<file path="config.mk">
export PLATFORM = sky130hd
export DESIGN_NAME = hazard_interlock_id_flat
export DESIGN_NICKNAME = d
export VERILOG_FILES = /design/src/rtl/hazard_interlock_id_if.sv /design/src/rtl/hazard_interlock_id.sv /design/src/flat_wrapper.sv
export SDC_FILE = /design/constraint.sdc
export NUM_CORES = 1
export LEC_CHECK = 0
export BUFFER_PORTS_ARGS = -buffer_cell sky130_fd_sc_hd__clkbuf_2
export CAP_MARGIN = 10
export CORE_ASPECT_RATIO = 0.6
export CORE_MARGIN = 4
export CORE_UTILIZATION = 50
export CTS_BUF_LIST = sky130_fd_sc_hd__clkbuf_8
export CTS_CLUSTER_SIZE = 16
export DETAILED_ROUTE_END_ITERATION = 8
export PLACE_DENSITY = 0.82
export SYNTH_ARGS = -nofsm -noshare
export SYNTH_HDL_FRONTEND = slang
export SYNTH_SLANG_ARGS = --single-unit
</file>
<file path="constraint.sdc">
create_clock -name clk -period 2.5 [get_ports clk]
set_input_delay 0.25 -clock clk [delete_from_list [all_inputs] [get_ports clk]]
set_output_delay 0.25 -clock clk [all_outputs]
set_load 0.02 [all_outputs]
</file>
<file path="src/rtl/hazard_interlock_id_if.sv">
// Signal bundle between the ID-stage decode (master) and the hazard interlock (slave).
// Also carries the interlock's FSM state so checkers can observe it directly.
interface hazard_interlock_id_if #(
    parameter int REG_W  = 5,
    parameter int STAT_W = 16
);
    logic [REG_W-1:0]  rs_id;
    logic [REG_W-1:0]  rt_id;
    logic              use_rs_id;
    logic              use_rt_id;
    logic [REG_W-1:0]  dest_id;
    logic              mem_rd_id;
    logic              branch_id;
    logic              flush_id;
    logic              hold;
    logic              stall_if;
    logic              stall_id;
    logic              bubble_ex;
    logic              lw_stall_ex;
    logic              Branch_stall_forwarding;
    logic [STAT_W-1:0] stall_count;
    logic [1:0]        fsm_state;

    // No valid/ready pair: the ID fields describe whatever sits in IF/ID this cycle,
    // and hold=1 freezes every consumer and producer of the bundle for that cycle.
    modport master (
        output rs_id, rt_id, use_rs_id, use_rt_id, dest_id, mem_rd_id,
               branch_id, flush_id, hold,
        input  stall_if, stall_id, bubble_ex, lw_stall_ex,
               Branch_stall_forwarding, stall_count, fsm_state
    );

    modport slave (
        input  rs_id, rt_id, use_rs_id, use_rt_id, dest_id, mem_rd_id,
               branch_id, flush_id, hold,
        output stall_if, stall_id, bubble_ex, lw_stall_ex,
               Branch_stall_forwarding, stall_count, fsm_state
    );
endinterface

</file>
<file path="src/rtl/hazard_interlock_id.sv">
// ID-stage load-use / branch-operand interlock with an EX/MEM shadow pipe.
// Optional stall statistics counter built only when HAZARD_STATS_EN is defined.
module hazard_interlock_id #(
    parameter int REG_W  = 5,
    parameter int STAT_W = 16
) (
    input logic                 clk,
    input logic                 rst_n,
    hazard_interlock_id_if.slave bus
);
    typedef enum logic [1:0] {
        RUN    = 2'd0,
        STALL1 = 2'd1,
        STALL2 = 2'd2
    } state_t;

    state_t            state_q, state_d;
    logic [REG_W-1:0]  ex_dest_q, mem_dest_q;
    logic              ex_ld_q, mem_ld_q;
    logic              lw_flag_q, br_flag_q;
    logic              lw_flag_d, br_flag_d;
    logic              flush;
    logic              rs_live, rt_live;
    logic              ex_hit, mem_hit;
    logic [1:0]        need;
    logic              stall;

    assign flush   = bus.flush_id & ~bus.hold;
    assign rs_live = bus.use_rs_id && (bus.rs_id != '0);
    assign rt_live = bus.use_rt_id && (bus.rt_id != '0);
    assign ex_hit  = (rs_live && (bus.rs_id == ex_dest_q)) ||
                     (rt_live && (bus.rt_id == ex_dest_q));
    assign mem_hit = (rs_live && (bus.rs_id == mem_dest_q)) ||
                     (rt_live && (bus.rt_id == mem_dest_q));

    // Branches compare in ID so they also wait on non-load EX results and on loads in MEM.
    always_comb begin
        need = 2'd0;
        if (bus.branch_id) begin
            if (ex_hit && ex_ld_q) begin
                need = 2'd2;
            end else if (ex_hit || (mem_hit && mem_ld_q)) begin
                need = 2'd1;
            end
        end else if (ex_hit && ex_ld_q) begin
            need = 2'd1;
        end
    end

    always_comb begin
        state_d   = state_q;
        stall     = 1'b0;
        lw_flag_d = 1'b0;
        br_flag_d = 1'b0;
        if (flush) begin
            state_d = RUN;
        end else begin
            case (state_q)
                STALL2: begin
                    stall   = 1'b1;
                    state_d = STALL1;
                end
                RUN, STALL1: begin
                    stall = (need != 2'd0);
                    if (need == 2'd2) begin
                        state_d = STALL2;
                    end else if (need == 2'd1) begin
                        state_d = STALL1;
                    end else begin
                        state_d = RUN;
                    end
                    // STALL1 with nothing left to wait for is the release cycle.
                    if ((state_q == STALL1) && (need == 2'd0)) begin
                        lw_flag_d = ~bus.branch_id;
                        br_flag_d = bus.branch_id;
                    end
                end
                default: begin
                    state_d = RUN;
                end
            endcase
        end
    end

    always_ff @(posedge clk or negedge rst_n) begin
        if (!rst_n) begin
            state_q    <= RUN;
            ex_dest_q  <= '0;
            ex_ld_q    <= 1'b0;
            mem_dest_q <= '0;
            mem_ld_q   <= 1'b0;
            lw_flag_q  <= 1'b0;
            br_flag_q  <= 1'b0;
        end else if (!bus.hold) begin
            state_q    <= state_d;
            mem_dest_q <= ex_dest_q;
            mem_ld_q   <= ex_ld_q;
            if (stall || flush) begin
                ex_dest_q <= '0;
                ex_ld_q   <= 1'b0;
            end else begin
                ex_dest_q <= bus.dest_id;
                ex_ld_q   <= bus.mem_rd_id;
            end
            lw_flag_q <= lw_flag_d;
            br_flag_q <= br_flag_d;
        end
    end

    assign bus.stall_if                = stall;
    assign bus.stall_id                = stall;
    assign bus.bubble_ex               = stall;
    assign bus.lw_stall_ex             = lw_flag_q;
    assign bus.Branch_stall_forwarding = br_flag_q;
    assign bus.fsm_state               = state_q;

`ifdef HAZARD_STATS_EN
    logic [STAT_W-1:0] count_q;

    always_ff @(posedge clk or negedge rst_n) begin
        if (!rst_n) begin
            count_q <= '0;
        end else if (!bus.hold && stall && (count_q != '1)) begin
            count_q <= count_q + STAT_W'(1);
        end
    end

    assign bus.stall_count = count_q;
`else
    assign bus.stall_count = '0;
`endif
endmodule

</file>
<file path="src/flat_wrapper.sv">
// flat-port wrapper written by rule: the top's interface ports become plain ports
module hazard_interlock_id_flat 
#(
    parameter int REG_W  = 5,
    parameter int STAT_W = 16
)
  (clk, rst_n, bus_rs_id, bus_rt_id, bus_use_rs_id, bus_use_rt_id, bus_dest_id, bus_mem_rd_id, bus_branch_id, bus_flush_id, bus_hold, bus_stall_if, bus_stall_id, bus_bubble_ex, bus_lw_stall_ex, bus_Branch_stall_forwarding, bus_stall_count, bus_fsm_state);
  hazard_interlock_id_if #(.REG_W(REG_W), .STAT_W(STAT_W)) bus_i ();
  input logic clk;
  input logic rst_n;
  input wire logic [$bits(bus_i.rs_id)-1:0] bus_rs_id;
  input wire logic [$bits(bus_i.rt_id)-1:0] bus_rt_id;
  input wire logic [$bits(bus_i.use_rs_id)-1:0] bus_use_rs_id;
  input wire logic [$bits(bus_i.use_rt_id)-1:0] bus_use_rt_id;
  input wire logic [$bits(bus_i.dest_id)-1:0] bus_dest_id;
  input wire logic [$bits(bus_i.mem_rd_id)-1:0] bus_mem_rd_id;
  input wire logic [$bits(bus_i.branch_id)-1:0] bus_branch_id;
  input wire logic [$bits(bus_i.flush_id)-1:0] bus_flush_id;
  input wire logic [$bits(bus_i.hold)-1:0] bus_hold;
  output wire logic [$bits(bus_i.stall_if)-1:0] bus_stall_if;
  output wire logic [$bits(bus_i.stall_id)-1:0] bus_stall_id;
  output wire logic [$bits(bus_i.bubble_ex)-1:0] bus_bubble_ex;
  output wire logic [$bits(bus_i.lw_stall_ex)-1:0] bus_lw_stall_ex;
  output wire logic [$bits(bus_i.Branch_stall_forwarding)-1:0] bus_Branch_stall_forwarding;
  output wire logic [$bits(bus_i.stall_count)-1:0] bus_stall_count;
  output wire logic [$bits(bus_i.fsm_state)-1:0] bus_fsm_state;
  assign bus_i.rs_id = bus_rs_id;
  assign bus_i.rt_id = bus_rt_id;
  assign bus_i.use_rs_id = bus_use_rs_id;
  assign bus_i.use_rt_id = bus_use_rt_id;
  assign bus_i.dest_id = bus_dest_id;
  assign bus_i.mem_rd_id = bus_mem_rd_id;
  assign bus_i.branch_id = bus_branch_id;
  assign bus_i.flush_id = bus_flush_id;
  assign bus_i.hold = bus_hold;
  assign bus_stall_if = bus_i.stall_if;
  assign bus_stall_id = bus_i.stall_id;
  assign bus_bubble_ex = bus_i.bubble_ex;
  assign bus_lw_stall_ex = bus_i.lw_stall_ex;
  assign bus_Branch_stall_forwarding = bus_i.Branch_stall_forwarding;
  assign bus_stall_count = bus_i.stall_count;
  assign bus_fsm_state = bus_i.fsm_state;
  hazard_interlock_id #(.REG_W(REG_W), .STAT_W(STAT_W)) u_core (.clk(clk), .rst_n(rst_n), .bus(bus_i));
endmodule
</file>
==> reports/qor.csv, run 1 <==
stage;metric;value;unit
global_routing;grt_start_max_net_pins;22;
pwr;switching_share;0.299;
global_routing;first_global_vias;920;
worst_setup_path;r2r-start;u_core.ex_dest_q[1]$_DFFE_PN0N_;
sta;hold_violations;0;
worst_setup_path;end_kind;output pin;
pwr;powerDensity;517;nW/um^2
layout;diodes;0;
die;dieArea;3210;um^2
pwr;ir_worst_vdd;0.287;mV
layout;fin_cells;179;
logic_synthesis;ys_seq_elements;16;
sta;max_freq;417;MHz
logic_synthesis;synth.cell_area;1170;um^2
layout;n_fill_cell;197;
sta;setup-tns-final;0;ns
routing;drc_errors;0;
logic_synthesis;ys_warn_count;0;
worst_setup_path;timing.reg2reg.setup_slack;0.59;ns
global_routing;antenna_found_initial;0;
pwr;p_sw;0.000209;W
clocking;cts_tree;yes;
pwr;internal_power;0.000491;W
die;start_util;0.534;
routing;drt-total-wl;2.82;mm
logic_synthesis;synth_area_leaders;dfrtp_1, xnor2_1, buf_4;
min_path;hold_depth;3;
clocking;cts_root_buf;clkbuf_8;
status;status;finished, final reports clean;
layout;nets;173;
logic_synthesis;syn_inst;120;
routing;drtIter0Drc;26;
min_path;hold_class;in -> reg;
layout;areaGrowthSynthToFinish;15.5;%
logic_synthesis;muxShareOfSynthArea;0.0576;
sta;skew;0.00323;ns
layout;final_cell_mix;clkbuf_2, xnor2_1, conb_1, dfrtp_1, nand2_1;
clocking;path_clk_slew;0.07;ns
logic_synthesis;ys_seq_area_frac;0.342;
logic_synthesis;synth_top_area_frac;0.342;
worst_setup_path;crit_path_start_kind;input pin;
logic_synthesis;synthAdderAreaFrac;0;
die;die_x;70.5;um
global_routing;grt_overflow;0;
sta;fin_crit_sh;0.959;
die;die_y;45.5;um
clocking;clock_latency;0.25;ns
pwr;combPwrFrac;0.231;
sta;slew_headroom;0.618;
die;rows;13;
clocking;clock-sinks;16;
logic_synthesis;yosys.area.top_type;dfrtp_1;
logic_synthesis;synth_xor_area_frac;0.149;
routing;vias_per_cell;5.36;
worst_setup_path;cp_max_fo;5;
die;io_pins;46;
worst_setup_path;crit_path_start;bus_rt_id[1];
pwr;p_leak;0.593;nW
logic_synthesis;synth_compound_area_frac;0.187;
routing;vias;959;
layout;layout_commonest_cell;clkbuf_2;
placement;dp.cells;174;
routing;ant_nets;0;
pwr;clock_power_share;0.328;
worst_setup_path;reg2reg_depth;6;
placement;io_buffers;29;
placement;preCtsSetupSlack;0.0907;ns
worst_setup_path;cp_data_arrival_time;2.15;ns
clocking;cts_buffer_depth;2;
clocking;postCtsSetupRepairBufs;0;
logic_synthesis;post_synth_num_cell_types;32;
sta;tightest_slew;0.565;ns
pwr;power.total;0.000700;W
sta;finalSetupViolCount;0;
min_path;min_from;bus_dest_id[4];
placement;gp_routability_congestion;0.894;
pwr;pwr-share-seq;0.440;
sta;rsz0062_at_grt;no;
logic_synthesis;avgSynthCellArea;9.77;um^2
sta;setup_slack;0.103;ns
die;coreArea;2200;um^2
routing;detail_route.wl_per_cell;15.7;um
routing;dr.pass1.iters;4;
worst_setup_path;critPathKind;in -> out;
sta;slew_viol_final;0;
worst_setup_path;crit_required;2.25;ns
sta;min_period;2.40;ns
layout;layout-drive-gt1-share;0.329;
logic_synthesis;synth-simple-area-share;0.129;
logic_synthesis;synth_top_family_by_area;compound AO/OA/AOI/OAI gates;
run;timing.max_cap.violations;0;
min_path;hold_path_end;u_core.ex_dest_q[4]$_DFFE_PN0N_;
clocking;htree_levels;1;
worst_setup_path;r2r_end;u_core.bus.lw_stall_ex$_DFFE_PN0N_;
clocking;numCtsBuffers;3;
global_routing;grt_pass1_wl;4.47;mm
placement;hpwl;2.23;mm
global_routing;gr-usage-all-layers;0.183;
[how the worst max path moves through the flow]
stage          depth (start not counted)           end
2_1_floorplan                          6  bus_stall_id
3_3_place_gp                           7  bus_stall_if
3_5_place_dp                           7  bus_stall_if
4_1_cts                                7  bus_stall_if
5_1_grt                                6  bus_stall_if
6_report                               7  bus_stall_if
[flip-flops by register name (all words and copies together) (netlist names)]
signal	count
u_core.ex_dest_q	5
u_core.mem_dest_q	5
u_core.bus.fsm_state	2
u_core.bus.Branch_stall_forwarding	1
u_core.bus.lw_stall_ex	1
u_core.ex_ld_q	1
u_core.mem_ld_q	1
[power groups by stage]
stage          Clock, W  Combinational, W  Sequential, W
2_1_floorplan         0          0.000131       0.000303
3_3_place_gp          0          0.000152       0.000312
3_5_place_dp          0          0.000158       0.000312
4_1_cts        0.000233          0.000162       0.000308
5_1_grt        0.000245          0.000178       0.000311
6_report       0.000230          0.000162       0.000308
[cells in the mapped netlist, drive strengths merged]
master,instances
xnor2,18
nand4,2
o21ai,3
mux2,6
nor4b,1
a21oi,1
o41a,1
or4,2
clkbuf,4
o31a,1
xor2,2
o211ai,2
a22o,1
o21a,1
nor2,1
nand2,14
o31ai,6
o41ai,1
conb,1
nor2b,2
nor4,4
dfrtp,16
buf,19
a22oi,1
a32o,1
a32oi,6
nor3,3
[area by class of cell]
class	count	area, um^2	area share
Multi-Input combinational cell	96	683	0.505
Timing Repair Buffer	33	178	0.131
Tap cell	30	37.5	0.0277
Sequential cell	16	400	0.296
Clock buffer	4	55.1	0.0407
[logic make-up after synthesis]
family | count (synthesis)
other cells | 1
xor+xnor | 20
mux | 6
simple gates | 29
buf+inv | 23
flops | 16
compound gates | 25
[layer usage]
layer	GRT usage	vias to the layer above	wire length [um]	part of all wire
li1	-	462	-	-
met1	0.248	456	1340	0.47
met2	0.307	39	1290	0.46
met3	0.0441	2	182	0.065
met4	0.0305	0	6	0.0021
met5	0	-	0	0
[what timing repair did]
action                                  CTS  global route
hold buffers                              1             0
gates resized for setup                   1             1
endpoints found under the hold margin    16             0
endpoints found under the setup margin    3             3
[stage by stage]
step	hold WS [ns]	utilization	cell area, um^2
after CTS	0.234	0.615	1350
after global routing	0.237	0.617	1350
after detailed placement	0.202	0.582	1280
final	0.232	0.617	1350
after floorplan	-0.0456	-	1230
after global placement	0.197	0.582	1280
[worst max-delay path, stage by stage]
cell	delay, ns
clkbuf_2	0.11
or4_1	0.54
o21ai_2	0.17
nor4_2	0.10
o41a_4	0.49
o31a_1	0.31
clkbuf_2	0.16
(Power assumes the default switching activity.)
==> run 2: changes to the inputs <==
--- a/config.mk
+++ b/config.mk
@@ -14,6 +14,7 @@
 export CTS_CLUSTER_SIZE = 16
 export DETAILED_ROUTE_END_ITERATION = 8
 export PLACE_DENSITY = 0.82
+export SETUP_SLACK_MARGIN = 0.2
 export SYNTH_ARGS = -nofsm -noshare
 export SYNTH_HDL_FRONTEND = slang
 export SYNTH_SLANG_ARGS = --single-unit
==> run 2 against run 1 <==
Clock power hardly changed. Setup slack better by 0.065 ns. Routed wire length is 1.8% higher. Worst hold slack worse by 0.0042 ns. Largest power group unchanged. Global-route usage is 0.78 points lower.
==> reports/qor.csv, run 2 (same netlist as run 1, synthesis figures left out) <==
stage;metric;value;unit
clocking;cts_root_buf;clkbuf_8;
global_routing;grt_pass1_wl;4.32;mm
worst_setup_path;cp.buffers_inverters;2;
clocking;numCtsBuffers;3;
worst_setup_path;max_stage_delay;0.53;ns
layout;final_util;0.676;
min_path;hold_depth;3;
global_routing;antenna_found_initial;0;
routing;met2_length;1.32;mm
layout;design_area;1480;um^2
routing;drtIter0Drc;32;
clocking;clock-sinks;16;
clocking;path_clk_slew;0.06;ns
sta;setup-tns-final;0;ns
sta;fin_crit_sh;0.933;
routing;vias;1000;
clocking;htree_levels;1;
routing;wl_met1;1.23;mm
sta;finalSetupViolCount;0;
routing;drc_errors;0;
pwr;p_leak;0.647;nW
routing;ant_nets;0;
worst_setup_path;end_kind;output pin;
clocking;cts_tree;yes;
run;timing.max_cap.violations;0;
die;start_util;0.534;
placement;placed_area;1290;um^2
die;io_pins;46;
sta;slew_headroom;0.587;
routing;dr.pass1.iters;4;
clocking;clock_latency;0.25;ns
routing;topRoutingLayerUsed;met4;
global_routing;grt_overflow;0;
worst_setup_path;critPathKind;in -> out;
global_routing;gr-usage-all-layers;0.175;
layout;diodes;0;
worst_setup_path;cp_data_arrival_time;2.08;ns
clocking;cts_buffer_depth;2;
die;coreArea;2200;um^2
worst_setup_path;crit_path_cell_trace;buf_8 -> or4_4 -> o21ai_4 -> nor3_4 -> o41a_4 -> o31a_1 -> clkbuf_4;
placement;gp_routability_congestion;0.958;
worst_setup_path;critPathSlowestCell;or4_4;
routing;drt-total-wl;2.87;mm
placement;hpwl;2.11;mm
global_routing;first_global_vias;872;
die;die_x;70.5;um
placement;io_buffers;29;
min_path;hold_class;in -> reg;
die;dieArea;3210;um^2
status;status;finished, final reports clean;
die;rows;13;
worst_setup_path;crit_required;2.25;ns
sta;min_period;2.33;ns
worst_setup_path;crit_path_start_kind;input pin;
sta;hold_violations;0;
sta;tightest_slew;0.611;ns
pwr;ir_worst_vdd;0.335;mV
global_routing;grt_start_max_net_pins;22;
worst_setup_path;reg2reg_depth;6;
sta;rsz0062_at_grt;yes;
die;die_y;45.5;um
sta;max_freq;429;MHz
worst_setup_path;crit_family;compound AO/OA/AOI/OAI gates;
routing;routed-wl-met3;238;um
worst_setup_path;path_depth;7;
sta;slew_viol_final;0;
routing;vias_per_cell;5.46;
pwr;powerDensity;487;nW/um^2
routing;detail_route.wl_per_cell;15.7;um
layout;layout-drive-gt1-share;0.373;
layout;final_cell_mix;clkbuf_2, xnor2_1, conb_1, dfrtp_1, nand2_1;
worst_setup_path;cp_max_fo;3;
layout;areaGrowthSynthToFinish;26.6;%
layout;nets;177;
layout;layout_commonest_cell;clkbuf_2;
sta;skew;0.00280;ns
==> run 2: changes by cell type in the layout (fill, tap and decap cells not counted), sizes merged <==
cell,before,now
buf,3,12
clkbuf,33,28
==> run 2: worst register-to-register path: stages, from the launching register on <==
cell     delay, ns
dfrtp_1       0.44
xnor2_1       0.15
nand4_1       0.15
nor3_4        0.06
o41a_4        0.49
buf_4         0.17
o31ai_1       0.24
==> run 2: path summary, 6_finish.rpt <==
path / startpoint / endpoint / slack (ns)
worst max-delay path: bus_rt_id[1] / bus_stall_if / 0.17
worst min-delay path: bus_dest_id[4] / u_core.ex_dest_q[4]$_DFFE_PN0N_ / 0.23
worst max register to register: u_core.mem_dest_q[3]$_DFFE_PN0N_ / u_core.ex_ld_q$_DFFE_PN0N_ / 0.71
worst min register to register: u_core.bus.Branch_stall_forwarding$_DFFE_PN0N_ / u_core.bus.Branch_stall_forwarding$_DFFE_PN0N_ / 0.50
max in group asynchronous: rst_n / u_core.mem_dest_q[2]$_DFFE_PN0N_ / 1.78
min in group asynchronous: rst_n / u_core.ex_ld_q$_DFFE_PN0N_ / 0.44
==> run 2: layout make-up <==
cell class / count / area, um^2
Sequential cell: 16 / 400
Timing Repair Buffer: 37 / 251
Multi-Input combinational cell: 96 / 739
Clock buffer: 4 / 55.1
Fill cell: 182 / 712
Tap cell: 30 / 37.5
==> run 2: power by group <==
group          internal (W)  total [W]  switching [W]
Sequential         0.000279   0.000311      0.0000311
Combinational     0.0000839   0.000185       0.000101
Clock              0.000140   0.000228      0.0000877
Total              0.000503   0.000723       0.000220
==> run 2: metal layers <==
metal | global-route usage | vias up
li1 | - | 476
met1 | 0.242 | 471
met2 | 0.255 | 44
met3 | 0.0595 | 9
met4 | 0.0687 | 0
met5 | 0 | -
==> run 2: repair_timing <==
item                                    4_1_cts  5_1_grt
resized for setup                            11       14
setup buffers                                 2        1
pin swaps                                     1        0
endpoints found under the setup margin        3        3
hold buffers                                  1        0
hold endpoints to repair                     16        0
==> run 2: per-stage QoR <==
| step | setup WS [ns] | hold WS, ns | instances | total power, W |
|---|---|---|---|---|
| after global routing | 0.108 | 0.235 | 183 | 0.000762 |
| after detailed placement | 0.147 | 0.193 | 175 | 0.000472 |
| after global placement | 0.137 | 0.184 | 175 | 0.000466 |
| after floorplan | 0.176 | -0.0456 | 135 | 0.000436 |
| final | 0.167 | 0.228 | 183 | 0.000723 |
| after CTS | 0.170 | 0.233 | 182 | 0.000712 |
==> run 3: changes to the inputs <==
--- a/config.mk
+++ b/config.mk
@@ -9,11 +9,10 @@
 export CAP_MARGIN = 10
 export CORE_ASPECT_RATIO = 0.6
 export CORE_MARGIN = 4
-export CORE_UTILIZATION = 50
-export CTS_BUF_LIST = sky130_fd_sc_hd__clkbuf_8
+export CORE_UTILIZATION = 48
 export CTS_CLUSTER_SIZE = 16
 export DETAILED_ROUTE_END_ITERATION = 8
-export PLACE_DENSITY = 0.82
+export PLACE_DENSITY = 0.79
 export SETUP_SLACK_MARGIN = 0.2
 export SYNTH_ARGS = -nofsm -noshare
 export SYNTH_HDL_FRONTEND = slang
==> run 3 against run 2 <==
Clock power grew 3%. Maximum frequency shrank 1.5%. Final area grew 1.6%. Cell count grew 1.6%. Worst hold slack gained 0.00053 ns. Setup slack lost 0.037 ns. Critical path type is now reg -> out. Largest power group unchanged. Count of clock-buffer cells in the layout is the same. Power grew 1.9%. Via count grew 0.40%. Register-to-register slack lost 0.11 ns. Die area grew 3.5%. Largest cell class unchanged. Flip-flop and latch count is the same.
==> reports/qor.csv, run 3 (same netlist as run 1, synthesis figures left out) <==
stage;metric;value;unit
pwr;power.total;0.000737;W
die;coreArea;2240;um^2
die;die_x;71.8;um
placement;gp_routability_congestion;0.954;
die;start_util;0.522;
die;die_y;46.3;um
global_routing;grt_start_max_net_pins;22;
routing;drc_errors;0;
routing;vias;1004;
clocking;clock-sinks;16;
clocking;htree_levels;1;
layout;final_cell_mix;clkbuf_2, xnor2_1, conb_1, nand2_1, dfrtp_1;
routing;drt-total-wl;3.07;mm
sta;hold_violations;0;
sta;slew_viol_final;0;
pwr;p_leak;0.659;nW
routing;dr.pass1.iters;4;
layout;areaGrowthSynthToFinish;28.6;%
min_path;hold_class;in -> reg;
global_routing;antenna_found_initial;0;
worst_setup_path;cp_data_arrival_time;2.12;ns
routing;ant_nets;0;
run;timing.max_cap.violations;0;
worst_setup_path;crit_path_start_kind;flop;
placement;io_buffers;29;
clocking;cts_tree;yes;
clocking;numCtsBuffers;3;
clocking;cts_buffer_depth;2;
clocking;cts_root_buf;clkbuf_8;
placement;hpwl;2.22;mm
worst_setup_path;r2r-start;u_core.ex_dest_q[2]$_DFFE_PN0N_;
worst_setup_path;crit_path_start;u_core.ex_dest_q[2]$_DFFE_PN0N_;
routing;vias_per_cell;5.40;
worst_setup_path;timing.reg2reg.setup_slack;0.60;ns
pwr;ir_worst_vdd;0.332;mV
sta;min_period;2.37;ns
sta;max_freq;422;MHz
layout;layout-drive-gt1-share;0.397;
pwr;powerDensity;489;nW/um^2
worst_setup_path;crit_required;2.25;ns
layout;nets;180;
worst_setup_path;critPathKind;reg -> out;
worst_setup_path;r2r_end;u_core.bus.fsm_state[0]$_DFFE_PN0N_;
sta;rsz0062_at_grt;yes;
global_routing;gr-usage-all-layers;0.180;
worst_setup_path;reg2reg_depth;7;
global_routing;grt_pass1_wl;4.48;mm
sta;setup-tns-final;0;ns
die;dieArea;3320;um^2
sta;finalSetupViolCount;0;
global_routing;grt_overflow;0;
status;status;finished, final reports clean;
die;io_pins;46;
clocking;path_clk_slew;0.06;ns
sta;skew;0.000935;ns
layout;layout_commonest_cell;clkbuf_2;
layout;diodes;0;
die;rows;13;
clocking;clock_latency;0.25;ns
routing;detail_route.wl_per_cell;16.5;um
routing;drtIter0Drc;52;
worst_setup_path;end_kind;output pin;
worst_setup_path;cp_max_fo;4;
sta;fin_crit_sh;0.948;
global_routing;first_global_vias;943;
worst_setup_path;endpoint;bus_bubble_ex;
[run 3: timing repair]
action | 4_1_cts | 5_1_grt
hold buffers | 1 | 0
setup buffers | 1 | 4
endpoints found under the hold margin | 16 | 0
pin swaps | 1 | 4
setup endpoints to repair | 3 | 3
gates resized for setup | 2 | 29
[run 3: cell type report]
class,count,area (um^2)
Multi-Input combinational cell,96,739
Fill cell,179,737
Sequential cell,16,403
Timing Repair Buffer,40,273
Clock buffer,4,55.1
Tap cell,30,37.5
[run 3: per-layer routing]
metal,share of wire,track usage,routed length (um)
met4,0.0091,0.0487,28
met3,0.091,0.0566,280
met5,0,0,0
met2,0.49,0.290,1500
met1,0.41,0.237,1260
[run 3: worst min-delay path by stage]
stage	end	from	depth (start not counted)
finish	u_core.ex_dest_q[4]$_DFFE_PN0N_	bus_dest_id[4]	3
global placement	u_core.bus.lw_stall_ex$_DFFE_PN0N_	rst_n	1
floorplan	u_core.bus.Branch_stall_forwarding$_DFFE_PN0N_	rst_n	0
global route	u_core.ex_dest_q[4]$_DFFE_PN0N_	bus_dest_id[4]	3
detailed placement	u_core.bus.lw_stall_ex$_DFFE_PN0N_	rst_n	1
CTS	u_core.ex_dest_q[2]$_DFFE_PN0N_	bus_dest_id[2]	3
[run 3: critical path: stages (launching register included)]
cell and delay [ns]:
dfrtp_1 0.44, xnor2_1 0.21, nand2_1 0.14, nor4_4 0.34
buf_4 0.19, o21a_1 0.15, o31a_1 0.19, buf_2 0.19
[run 3: report_power, final]
part / total [W] / leakage (nW) / switching [W] / internal [W]
logic: 0.000192 / 0.421 / 0.000104 / 0.0000878
clock network: 0.000235 / 0.0288 / 0.0000955 / 0.000140
registers: 0.000309 / 0.210 / 0.0000291 / 0.000280
[run 3: through the flow]
step,hold WS [ns],cell area (um^2),std cells,util,worst slack (ns)
global route,0.235,1510,186,0.672,0.0700
global placement,0.190,1300,176,0.580,0.155
floorplan,-0.0456,1240,135,-,0.176
finish,0.228,1510,186,0.672,0.131
detailed placement,0.199,1300,176,0.580,0.125
CTS,0.227,1390,182,0.620,0.171
